**src/rtl/seg7_to_onehot_decoder_if.sv**
```systemverilog
// ============================================================================
// Module      : seg7_to_onehot_decoder_if
// Description : Sample-side and result-side signal bundle for the 7-segment
//               readback decoder (slave = decoder, master = driver/consumer).
// Revision    : 1.0 - initial release
// ============================================================================
`timescale 1ns/1ps
`default_nettype none

interface seg7_to_onehot_decoder_if;
    logic       sample_en;
    logic [6:0] seg_in;
    logic       none_in;
    logic       out_valid;
    logic       out_ready;
    logic [7:0] onehot_out;
    logic [2:0] index_out;
    logic       none_out;
    logic       err_out;
    logic       overrun;
    logic [7:0] err_count;

    modport slave (
        input  sample_en, seg_in, none_in, out_ready,
        output out_valid, onehot_out, index_out, none_out, err_out,
               overrun, err_count
    );

    modport master (
        output sample_en, seg_in, none_in, out_ready,
        input  out_valid, onehot_out, index_out, none_out, err_out,
               overrun, err_count
    );
endinterface

`default_nettype wire

```
**src/rtl/seg7_to_onehot_decoder.sv**
```systemverilog
// ============================================================================
// Module      : seg7_to_onehot_decoder
// Description : Stability-filtered 7-segment to index/one-hot decoder with a
//               valid/ready result port. Optional illegal-pattern counter is
//               built when SEG7_ERR_COUNT_EN is defined.
// Revision    : 1.0 - initial release
// ============================================================================
`timescale 1ns/1ps
`default_nettype none

module seg7_to_onehot_decoder #(
    parameter int STABLE_CNT = 4,
    parameter int CNT_W      = 4
) (
    input  wire logic                   clk,
    input  wire logic                   rst,
    seg7_to_onehot_decoder_if.slave     bus
);

    localparam logic [CNT_W-1:0] c_stable_max = CNT_W'(STABLE_CNT);
    localparam logic [CNT_W-1:0] c_cnt_one    = CNT_W'(1);
    localparam logic [7:0]       c_last_rst   = 8'h80;

    typedef enum logic [0:0] {
        S_IDLE = 1'b0,
        S_HOLD = 1'b1
    } state_t;

    // Returns {legal, index}.
    function automatic logic [3:0] f_decode(input logic [6:0] seg);
        case (seg)
            7'h3F:   f_decode = 4'b1_000;
            7'h06:   f_decode = 4'b1_001;
            7'h5B:   f_decode = 4'b1_010;
            7'h4F:   f_decode = 4'b1_011;
            7'h66:   f_decode = 4'b1_100;
            7'h6D:   f_decode = 4'b1_101;
            7'h7D:   f_decode = 4'b1_110;
            7'h07:   f_decode = 4'b1_111;
            default: f_decode = 4'b0_000;
        endcase
    endfunction

    state_t           state_q, state_d;
    logic [7:0]       cand_q, cand_d;
    logic [CNT_W-1:0] cnt_q, cnt_d;
    logic [7:0]       last_q, last_d;
    logic [7:0]       onehot_q, onehot_d;
    logic [2:0]       index_q, index_d;
    logic             none_q, none_d;
    logic             err_q, err_d;
    logic             overrun_q, overrun_d;

    logic [7:0]       w_sample;
    logic             w_reach;
    logic             w_accept;
    logic [3:0]       w_dec;
    logic             w_is_none;
    logic             w_is_err;
    logic             w_load;

    // A "none" sample collapses to {1,0x00} so seg_in noise cannot split it.
    assign w_sample = {bus.none_in, bus.none_in ? 7'h00 : bus.seg_in};

    always_comb begin
        cand_d  = cand_q;
        cnt_d   = cnt_q;
        w_reach = 1'b0;
        if (bus.sample_en) begin
            if (w_sample == cand_q) begin
                if (cnt_q != c_stable_max) begin
                    cnt_d   = cnt_q + c_cnt_one;
                    w_reach = (cnt_d == c_stable_max);
                end
            end else begin
                cand_d  = w_sample;
                cnt_d   = c_cnt_one;
                w_reach = (c_cnt_one == c_stable_max);
            end
        end
    end

    assign w_accept  = w_reach && (cand_d != last_q);
    assign w_dec     = f_decode(cand_d[6:0]);
    assign w_is_none = cand_d[7];
    assign w_is_err  = !w_is_none && !w_dec[3];

    always_comb begin
        state_d   = state_q;
        w_load    = 1'b0;
        overrun_d = overrun_q;
        case (state_q)
            S_IDLE: begin
                if (w_accept) begin
                    w_load  = 1'b1;
                    state_d = S_HOLD;
                end
            end
            S_HOLD: begin
                if (bus.out_ready) begin
                    if (w_accept) begin
                        w_load = 1'b1;
                    end else begin
                        state_d = S_IDLE;
                    end
                end else if (w_accept) begin
                    overrun_d = 1'b1;
                end
            end
            default: state_d = S_IDLE;
        endcase
    end

    always_comb begin
        last_d   = last_q;
        onehot_d = onehot_q;
        index_d  = index_q;
        none_d   = none_q;
        err_d    = err_q;
        if (w_load) begin
            last_d = cand_d;
            none_d = w_is_none;
            err_d  = w_is_err;
            if (w_is_none || w_is_err) begin
                onehot_d = 8'h00;
                index_d  = 3'd0;
            end else begin
                onehot_d = 8'h01 << w_dec[2:0];
                index_d  = w_dec[2:0];
            end
        end
    end

    always_ff @(posedge clk or posedge rst) begin
        if (rst) begin
            state_q   <= S_IDLE;
            cand_q    <= 8'h00;
            cnt_q     <= '0;
            last_q    <= c_last_rst;
            onehot_q  <= 8'h00;
            index_q   <= 3'd0;
            none_q    <= 1'b0;
            err_q     <= 1'b0;
            overrun_q <= 1'b0;
        end else begin
            state_q   <= state_d;
            cand_q    <= cand_d;
            cnt_q     <= cnt_d;
            last_q    <= last_d;
            onehot_q  <= onehot_d;
            index_q   <= index_d;
            none_q    <= none_d;
            err_q     <= err_d;
            overrun_q <= overrun_d;
        end
    end

`ifdef SEG7_ERR_COUNT_EN
    logic [7:0] errcnt_q, errcnt_d;

    // Counts every illegal accept, including ones lost to overrun.
    always_comb begin
        errcnt_d = errcnt_q;
        if (w_accept && w_is_err && (errcnt_q != 8'hFF)) begin
            errcnt_d = errcnt_q + 8'd1;
        end
    end

    always_ff @(posedge clk or posedge rst) begin
        if (rst) begin
            errcnt_q <= 8'h00;
        end else begin
            errcnt_q <= errcnt_d;
        end
    end

    assign bus.err_count = errcnt_q;
`else
    assign bus.err_count = 8'h00;
`endif

    assign bus.out_valid  = (state_q == S_HOLD);
    assign bus.onehot_out = onehot_q;
    assign bus.index_out  = index_q;
    assign bus.none_out   = none_q;
    assign bus.err_out    = err_q;
    assign bus.overrun    = overrun_q;

endmodule

`default_nettype wire

```
**src/flat_wrapper.sv**
```systemverilog
// flat-port wrapper written by rule: the top's interface ports become plain ports
module seg7_to_onehot_decoder_flat 
#(
    parameter int STABLE_CNT = 4,
    parameter int CNT_W      = 4
)
  (clk, rst, bus_sample_en, bus_seg_in, bus_none_in, bus_out_ready, bus_out_valid, bus_onehot_out, bus_index_out, bus_none_out, bus_err_out, bus_overrun, bus_err_count);
  seg7_to_onehot_decoder_if bus_i ();
  input  wire logic clk;
  input  wire logic rst;
  input wire logic [$bits(bus_i.sample_en)-1:0] bus_sample_en;
  input wire logic [$bits(bus_i.seg_in)-1:0] bus_seg_in;
  input wire logic [$bits(bus_i.none_in)-1:0] bus_none_in;
  input wire logic [$bits(bus_i.out_ready)-1:0] bus_out_ready;
  output wire logic [$bits(bus_i.out_valid)-1:0] bus_out_valid;
  output wire logic [$bits(bus_i.onehot_out)-1:0] bus_onehot_out;
  output wire logic [$bits(bus_i.index_out)-1:0] bus_index_out;
  output wire logic [$bits(bus_i.none_out)-1:0] bus_none_out;
  output wire logic [$bits(bus_i.err_out)-1:0] bus_err_out;
  output wire logic [$bits(bus_i.overrun)-1:0] bus_overrun;
  output wire logic [$bits(bus_i.err_count)-1:0] bus_err_count;
  assign bus_i.sample_en = bus_sample_en;
  assign bus_i.seg_in = bus_seg_in;
  assign bus_i.none_in = bus_none_in;
  assign bus_i.out_ready = bus_out_ready;
  assign bus_out_valid = bus_i.out_valid;
  assign bus_onehot_out = bus_i.onehot_out;
  assign bus_index_out = bus_i.index_out;
  assign bus_none_out = bus_i.none_out;
  assign bus_err_out = bus_i.err_out;
  assign bus_overrun = bus_i.overrun;
  assign bus_err_count = bus_i.err_count;
  seg7_to_onehot_decoder #(.STABLE_CNT(STABLE_CNT), .CNT_W(CNT_W)) u_core (.clk(clk), .rst(rst), .bus(bus_i));
endmodule
```
**config.mk**
```make
export PLATFORM = sky130hd
export DESIGN_NAME = seg7_to_onehot_decoder_flat
export DESIGN_NICKNAME = d
export VERILOG_FILES = /design/src/rtl/seg7_to_onehot_decoder_if.sv /design/src/rtl/seg7_to_onehot_decoder.sv /design/src/flat_wrapper.sv
export SDC_FILE = /design/constraint.sdc
export NUM_CORES = 1
export LEC_CHECK = 0
export ABC_CLOCK_PERIOD_IN_PS = 6200
export CORE_UTILIZATION = 50
export CTS_BUF_LIST = sky130_fd_sc_hd__clkbuf_16
export DETAILED_ROUTE_END_ITERATION = 8
export PLACE_DENSITY = 0.81
export SYNTH_ARGS = -nofsm -noshare
export SYNTH_HDL_FRONTEND = slang
export SYNTH_SLANG_ARGS = --single-unit
```
**constraint.sdc**
```tcl
create_clock -name clk -period 6.2 [get_ports clk]
set_input_delay 1.55 -clock clk [delete_from_list [all_inputs] [get_ports clk]]
set_output_delay 1.55 -clock clk [all_outputs]
set_load 0.01 [all_outputs]
```
==> results of run 1 <==
[worst min path at each step]
| stage | start | to | slack (ns) | depth (start not counted) |
|---|---|---|---|---|
| floorplan | u_core.last_q[0]$_DFFE_PP0P_ | u_core.last_q[0]$_DFFE_PP0P_ | 0.45 | 2 |
| global placement | u_core.bus.overrun$_DFFE_PP0P_ | u_core.bus.overrun$_DFFE_PP0P_ | 0.46 | 1 |
| detailed placement | u_core.bus.overrun$_DFFE_PP0P_ | u_core.bus.overrun$_DFFE_PP0P_ | 0.46 | 1 |
| CTS | u_core.last_q[0]$_DFFE_PP0P_ | u_core.last_q[0]$_DFFE_PP0P_ | 0.49 | 2 |
| global route | u_core.bus.index_out[1]$_DFFE_PP0P_ | u_core.bus.index_out[1]$_DFFE_PP0P_ | 0.51 | 1 |
| finish | u_core.last_q[0]$_DFFE_PP0P_ | u_core.last_q[0]$_DFFE_PP0P_ | 0.49 | 2 |
[power by group through the flow]
stage | logic, W | registers (W) | clock network [W]
after global placement | 0.000113 | 0.000261 | 0
after global routing | 0.000129 | 0.000259 | 0.000293
after CTS | 0.000116 | 0.000257 | 0.000283
final | 0.000117 | 0.000258 | 0.000278
after floorplan | 0.000102 | 0.000246 | 0
after detailed placement | 0.000116 | 0.000261 | 0
[per-stage QoR]
stage	cell area, µm²	hold WS [ns]
2_1_floorplan	2571	0.4470
3_3_place_gp	2789	0.4648
3_5_place_dp	2789	0.4597
4_1_cts	2958	0.4913
5_1_grt	2958	0.5122
6_report	2958	0.4863
[logic make-up (layout without fill, tap and decap cells)]
kind of cell / count (synthesis) / count (layout) / share of synthesized area [%]
AO/OA/AOI/OAI: 78 / 78 / 24.04
XOR/XNOR: 8 / 8 / 2.753
adder cells (fa/ha/maj): 2 / 2 / 0.9831
buffers and inverters: 42 / 52 / 7.915
flip-flops: 35 / 35 / 34.46
multiplexers: 19 / 19 / 9.390
other: 1 / 8 / 0.1474
AND/OR/NAND/NOR: 92 / 92 / 20.30
[registers in the layout, summed over array words and instances, names as in the netlist]
register               flops
u_core.bus.onehot_out      8
u_core.cand_q              8
u_core.last_q              8
u_core.cnt_q               4
u_core.bus.index_out       3
u_core.bus.err_out         1
u_core.bus.none_out        1
u_core.bus.out_valid       1
u_core.bus.overrun         1
[critical path: cells and delay by family]
kind            cells  cell delay (ns)
compound gates      4             1.19
buf+inv             1             0.86
mux                 1             0.37
simple gates        3             1.08
[cells in the mapped netlist (3+ instances only)]
library cell	n	area share (%)
a211oi_1	4	1.2
a21oi_1	11	2.2
a221oi_1	3	1.0
a22o_1	4	1.4
a32o_1	6	2.4
buf_2	5	0.98
buf_4	8	2.4
clkbuf_1	12	1.8
dfrtp_1	34	33
inv_1	16	2.4
mux2_1	3	1.3
mux2_2	4	1.8
mux2_4	8	4.7
mux2i_1	4	1.6
nand2_1	17	2.5
nand2b_1	9	2.2
nand3_1	5	0.98
nor2_1	12	1.8
nor3_1	11	2.2
nor3b_1	7	2.1
nor4_1	4	0.98
o21a_1	3	0.88
o21ai_0	15	2.9
o22ai_1	5	1.2
or2_2	4	0.98
or3_1	7	1.7
xnor2_1	5	1.7
xor2_1	3	1.0
[layout make-up]
class	count	area [µm²]
Inverter	16	60.06
Sequential cell	35	877.1
Timing Repair Buffer	28	275.3
Fill cell	415	1859
Clock buffer	5	125.1
Clock inverter	3	43.79
Tap cell	67	83.83
Multi-Input combinational cell	207	1493
[per-layer routing]
layer	track usage (%)	wire (µm)
met1	34.06	2750
met2	39.51	2853
met3	3.978	374
met4	8.120	105
met5	0	0
==> impl_metrics.ini, run 1 <==
[flow_run]
maxCapViolCount = 0

[yosys]
syn_avg_cell_area_um2 = 9.188
ys_async_sr_fraction_pct = 100.0
yosysWarnings = 0
synth_flop_cell = dfrtp_1
ys_seq_area_share_pct = 34.46
syn_inst = 277
ys_ff_latch = 35
ys_types = 67
syn-cell-area_um2 = 2545
synth-edff-count = 0

[power]
p_seq_share_pct = 39.5
intPower_w = 0.0004731
p_per_area_nw_per_um2 = 220.4
p_comb_share_pct = 17.9
power_w = 0.0006520
static-leakage-power_nw = 1.176
sw_frac_of_total_pct = 27.45
clkPwrFrac_pct = 42.6
peakVddDrop_mv = 0.1843
p_switching_w = 0.0001790

[setup_path]
r2r_slack_ns = 2.84
arrival_ns = 5.04
crit-reg2reg-launch = u_core.cand_q[2]$_DFF_PP0_
startpoint = bus_none_in
regToRegEndpoint = u_core.bus.onehot_out[4]$_DFFE_PP0P_
rr_worst_depth = 8
crit_fanout = 20
worst_setup_path_end_kind = flop
worstSetupPathType = input pin to flop
endpoint = u_core.bus.onehot_out[4]$_DFFE_PP0P_
cp_slowest_cell = clkdlybuf4s50_1
crit_required_ns = 6.35
start_kind = input pin
worstPathCellList = clkdlybuf4s50_1 -> or4b_1 -> nor3_2 -> o211a_2 -> a211oi_1 -> or3_1 -> a221o_1 -> o21ai_2 -> mux2_1
cpPeakStageDelay_ns = 0.86

[global_routing]
grt_usage_pct = 24.63
first_global_vias = 2033
grt_overflow_total = 0
grt_antenna_before_repair = 0
grt_max_degree = 36
grt_pass1_wl_mm = 9.977

[sta]
clock_skew_ns = 0.006610
setup_viol = 0
rsz0062_at_grt = false
hold_viol_final = 0
max_slew_margin_pct = 46.66
fin_crit_ns = 4.888
drv_slew = 0
period_share_pct = 78.83
fmax_ghz = 0.2046
worst_slack_ns = 1.312
tightestPinTransition_ns = 0.7933
finalSetupTns_ns = 0

[run_status]
status = finished, final reports clean

[route]
vias_per_cell = 6.097
drcViolationCount = 0
detail-route-antenna-nets = 0
wirelength_mm = 6.084
first_pass_iters = 4
wl_per_cell_um = 16.85
vias = 2201
dr.first_iter.drc_count = 185

[clock_network]
cts_hold_buf = 0
clkTransAtPathRegs_ns = 0.05
clockBufferDepth = 2
cts_tree = done
insertion_delay_ns = 0.28
cts_root_buf = clkbuf_16
post-cts-setup-buffers = 0
cts.repair.resized = 0
htreeDepth = 2
cts_sinks = 35
numCtsBuffers = 5

[finish]
final_cell_mix = dfrtp_1, clkdlybuf4s50_1, nand2_1
antenna_cells = 0
synthToLayoutAreaGrowth_pct = 16.22
drive_above_1_share_pct = 13.27
nNetsFinal = 307
final_common_cell = dfrtp_1
post-route-util_pct = 61.40
final_cells = 361

[placement]
dp_hpwl_mm = 4.439
dp_cells = 353
place_ws_ns = 1.071
place_congestion = 0.8595
port_buffers = 26

[hold_path]
min_path_type = flop to flop

[floorplanning]
die_area_um2 = 5379
fp.coreArea_um2 = 4817
num_rows = 25
start_util_pct = 52.83
dieWidth_um = 73.35
die_h_um = 73.35
io_pins = 35
Note: power is estimated with default switching activity, not from simulation.
==> inputs of run 2 (changes only) <==
ABC_CLOCK_PERIOD_IN_PS = 5000   (was 6200)
clock period = 5 ns   (was 6.2 ns; I/O delays follow)
==> run 2 against run 1 <==
Worst hold slack got worse by 0.0075 ns. Die area did not move. Count of clock-buffer cells in the layout did not move. Non-clock buffer count rose by 4. Clock skew rose by 0.0010 ns. Clock power rose by 22%. Critical endpoint is now u_core.bus.none_out$_DFFE_PP0P_. Largest power group unchanged.
==> impl_metrics.ini, run 2 (synthesized netlist as in run 1, its figures left out) <==
[finish]
nNetsFinal = 311
final_cells = 365
post-route-util_pct = 61.90
synthToLayoutAreaGrowth_pct = 17.16
stdcell_area_um2 = 2982
final_common_cell = dfrtp_1
antenna_cells = 0
drive_above_1_share_pct = 13.76
final_cell_mix = dfrtp_1, clkdlybuf4s50_1, inv_1

[clock_network]
clkTransAtPathRegs_ns = 0.05
post-cts-setup-buffers = 0
numCtsBuffers = 5
cts_sinks = 35
cts_hold_buf = 0
clockBufferDepth = 2
cts_tree = done
insertion_delay_ns = 0.28
cts.repair.resized = 0
cts_root_buf = clkbuf_16
htreeDepth = 2

[floorplanning]
fp.coreArea_um2 = 4817
num_rows = 25
io_pins = 35
start_util_pct = 52.83
dieWidth_um = 73.35
die_h_um = 73.35
die_area_um2 = 5379

[power]
p_per_area_nw_per_um2 = 270.5
p_seq_share_pct = 39.8
intPower_w = 0.0005848
p_comb_share_pct = 18.3
peakVddDrop_mv = 0.2263
clkPwrFrac_pct = 41.9
p_switching_w = 0.0002218
sw_frac_of_total_pct = 27.50
static-leakage-power_nw = 1.197

[sta]
fmax_ghz = 0.2356
rsz0062_at_grt = false
setup_viol = 0
fin_crit_ns = 4.245
max_slew_margin_pct = 50.84
finalSetupTns_ns = 0
worst_slack_ns = 0.7546
drv_slew = 0
period_share_pct = 84.91
tightestPinTransition_ns = 0.7298
hold_viol_final = 0
clock_skew_ns = 0.007646

[route]
vias = 2265
drcViolationCount = 0
wl_per_cell_um = 17.71
detail-route-antenna-nets = 0
wirelength_mm = 6.463
dr.first_iter.drc_count = 170
vias_per_cell = 6.205
first_pass_iters = 5

[global_routing]
grt_max_degree = 36
grt_usage_pct = 25.76
grt_overflow_total = 0
first_global_vias = 2179
grt_pass1_wl_mm = 10.46
grt_antenna_before_repair = 0

[placement]
place_ws_ns = 0.5062
port_buffers = 26
place_congestion = 0.9025
placed_cell_area_um2 = 2819
dp_cells = 357
dp_hpwl_mm = 4.599

[setup_path]
start_kind = input pin
crit_required_ns = 5.16
worst_setup_path_end_kind = flop
crit_fanout = 11
worstSetupPathType = input pin to flop
arrival_ns = 4.40

[run_status]
status = finished, final reports clean

[flow_run]
maxCapViolCount = 0

[hold_path]
min_path_type = flop to flop
[run 2: cell types whose count changed in the layout (fill, tap and decap cells not counted)]
cell      previous run  this run
inv_1               16        18
buf_4                2         6
clkinv_2             1         0
clkinv_4             1         0
[run 2: routing by layer]
metal	GRT usage, %	share of wire (%)
met2	43.00	48
met4	11.11	2.2
met1	33.36	44
met3	3.704	6.0
met5	0	0
[run 2: final cells by class]
| cell class | instances | area [µm²] |
|---|---|---|
| Clock buffer | 5 | 125.1 |
| Timing Repair Buffer | 32 | 305.3 |
| Clock inverter | 3 | 37.54 |
| Multi-Input combinational cell | 207 | 1493 |
| Fill cell | 413 | 1836 |
| Sequential cell | 35 | 877.1 |
| Inverter | 16 | 60.06 |
| Tap cell | 67 | 83.83 |
[run 2: power by group through the flow]
stage	Sequential [W]	Clock, W	Combinational (W)
floorplan	0.000305	0	0.000127
global placement	0.000324	0	0.000141
detailed placement	0.000325	0	0.000145
CTS	0.000320	0.000343	0.000146
global route	0.000323	0.000356	0.000161
finish	0.000321	0.000338	0.000148
[run 2: per-stage QoR]
step / hold WS, ns / total power [W]
2_1_floorplan: 0.4470 / 0.0004314
5_1_grt: 0.5128 / 0.0008405
4_1_cts: 0.4898 / 0.0008082
3_3_place_gp: 0.4607 / 0.0004653
6_report: 0.4788 / 0.0008065
3_5_place_dp: 0.4636 / 0.0004692
[run 2: worst paths after layout]
kind | start | endpoint | slack [ns] | cells after the start
min in group asynchronous | rst | u_core.bus.index_out[1]$_DFFE_PP0P_ | 1.37 | 3
max reg2reg | u_core.cand_q[2]$_DFF_PP0_ | u_core.bus.none_out$_DFFE_PP0P_ | 1.62 | 8
max | bus_seg_in[5] | u_core.bus.none_out$_DFFE_PP0P_ | 0.75 | 9
max in group asynchronous | rst | u_core.last_q[7]$_DFFE_PP1P_ | 3.29 | 3
min reg2reg | u_core.bus.overrun$_DFFE_PP0P_ | u_core.bus.overrun$_DFFE_PP0P_ | 0.48 | 1
min | u_core.bus.overrun$_DFFE_PP0P_ | u_core.bus.overrun$_DFFE_PP0P_ | 0.48 | 1
[run 2: worst max-delay path: stages]
cell             delay, ns
clkdlybuf4s50_1       0.56
xor2_1                0.26
a2111oi_4             0.40
o211ai_2              0.18
a21oi_4               0.36
mux2i_1               0.36
a221o_1               0.30
o221a_4               0.36
mux2_2                0.37
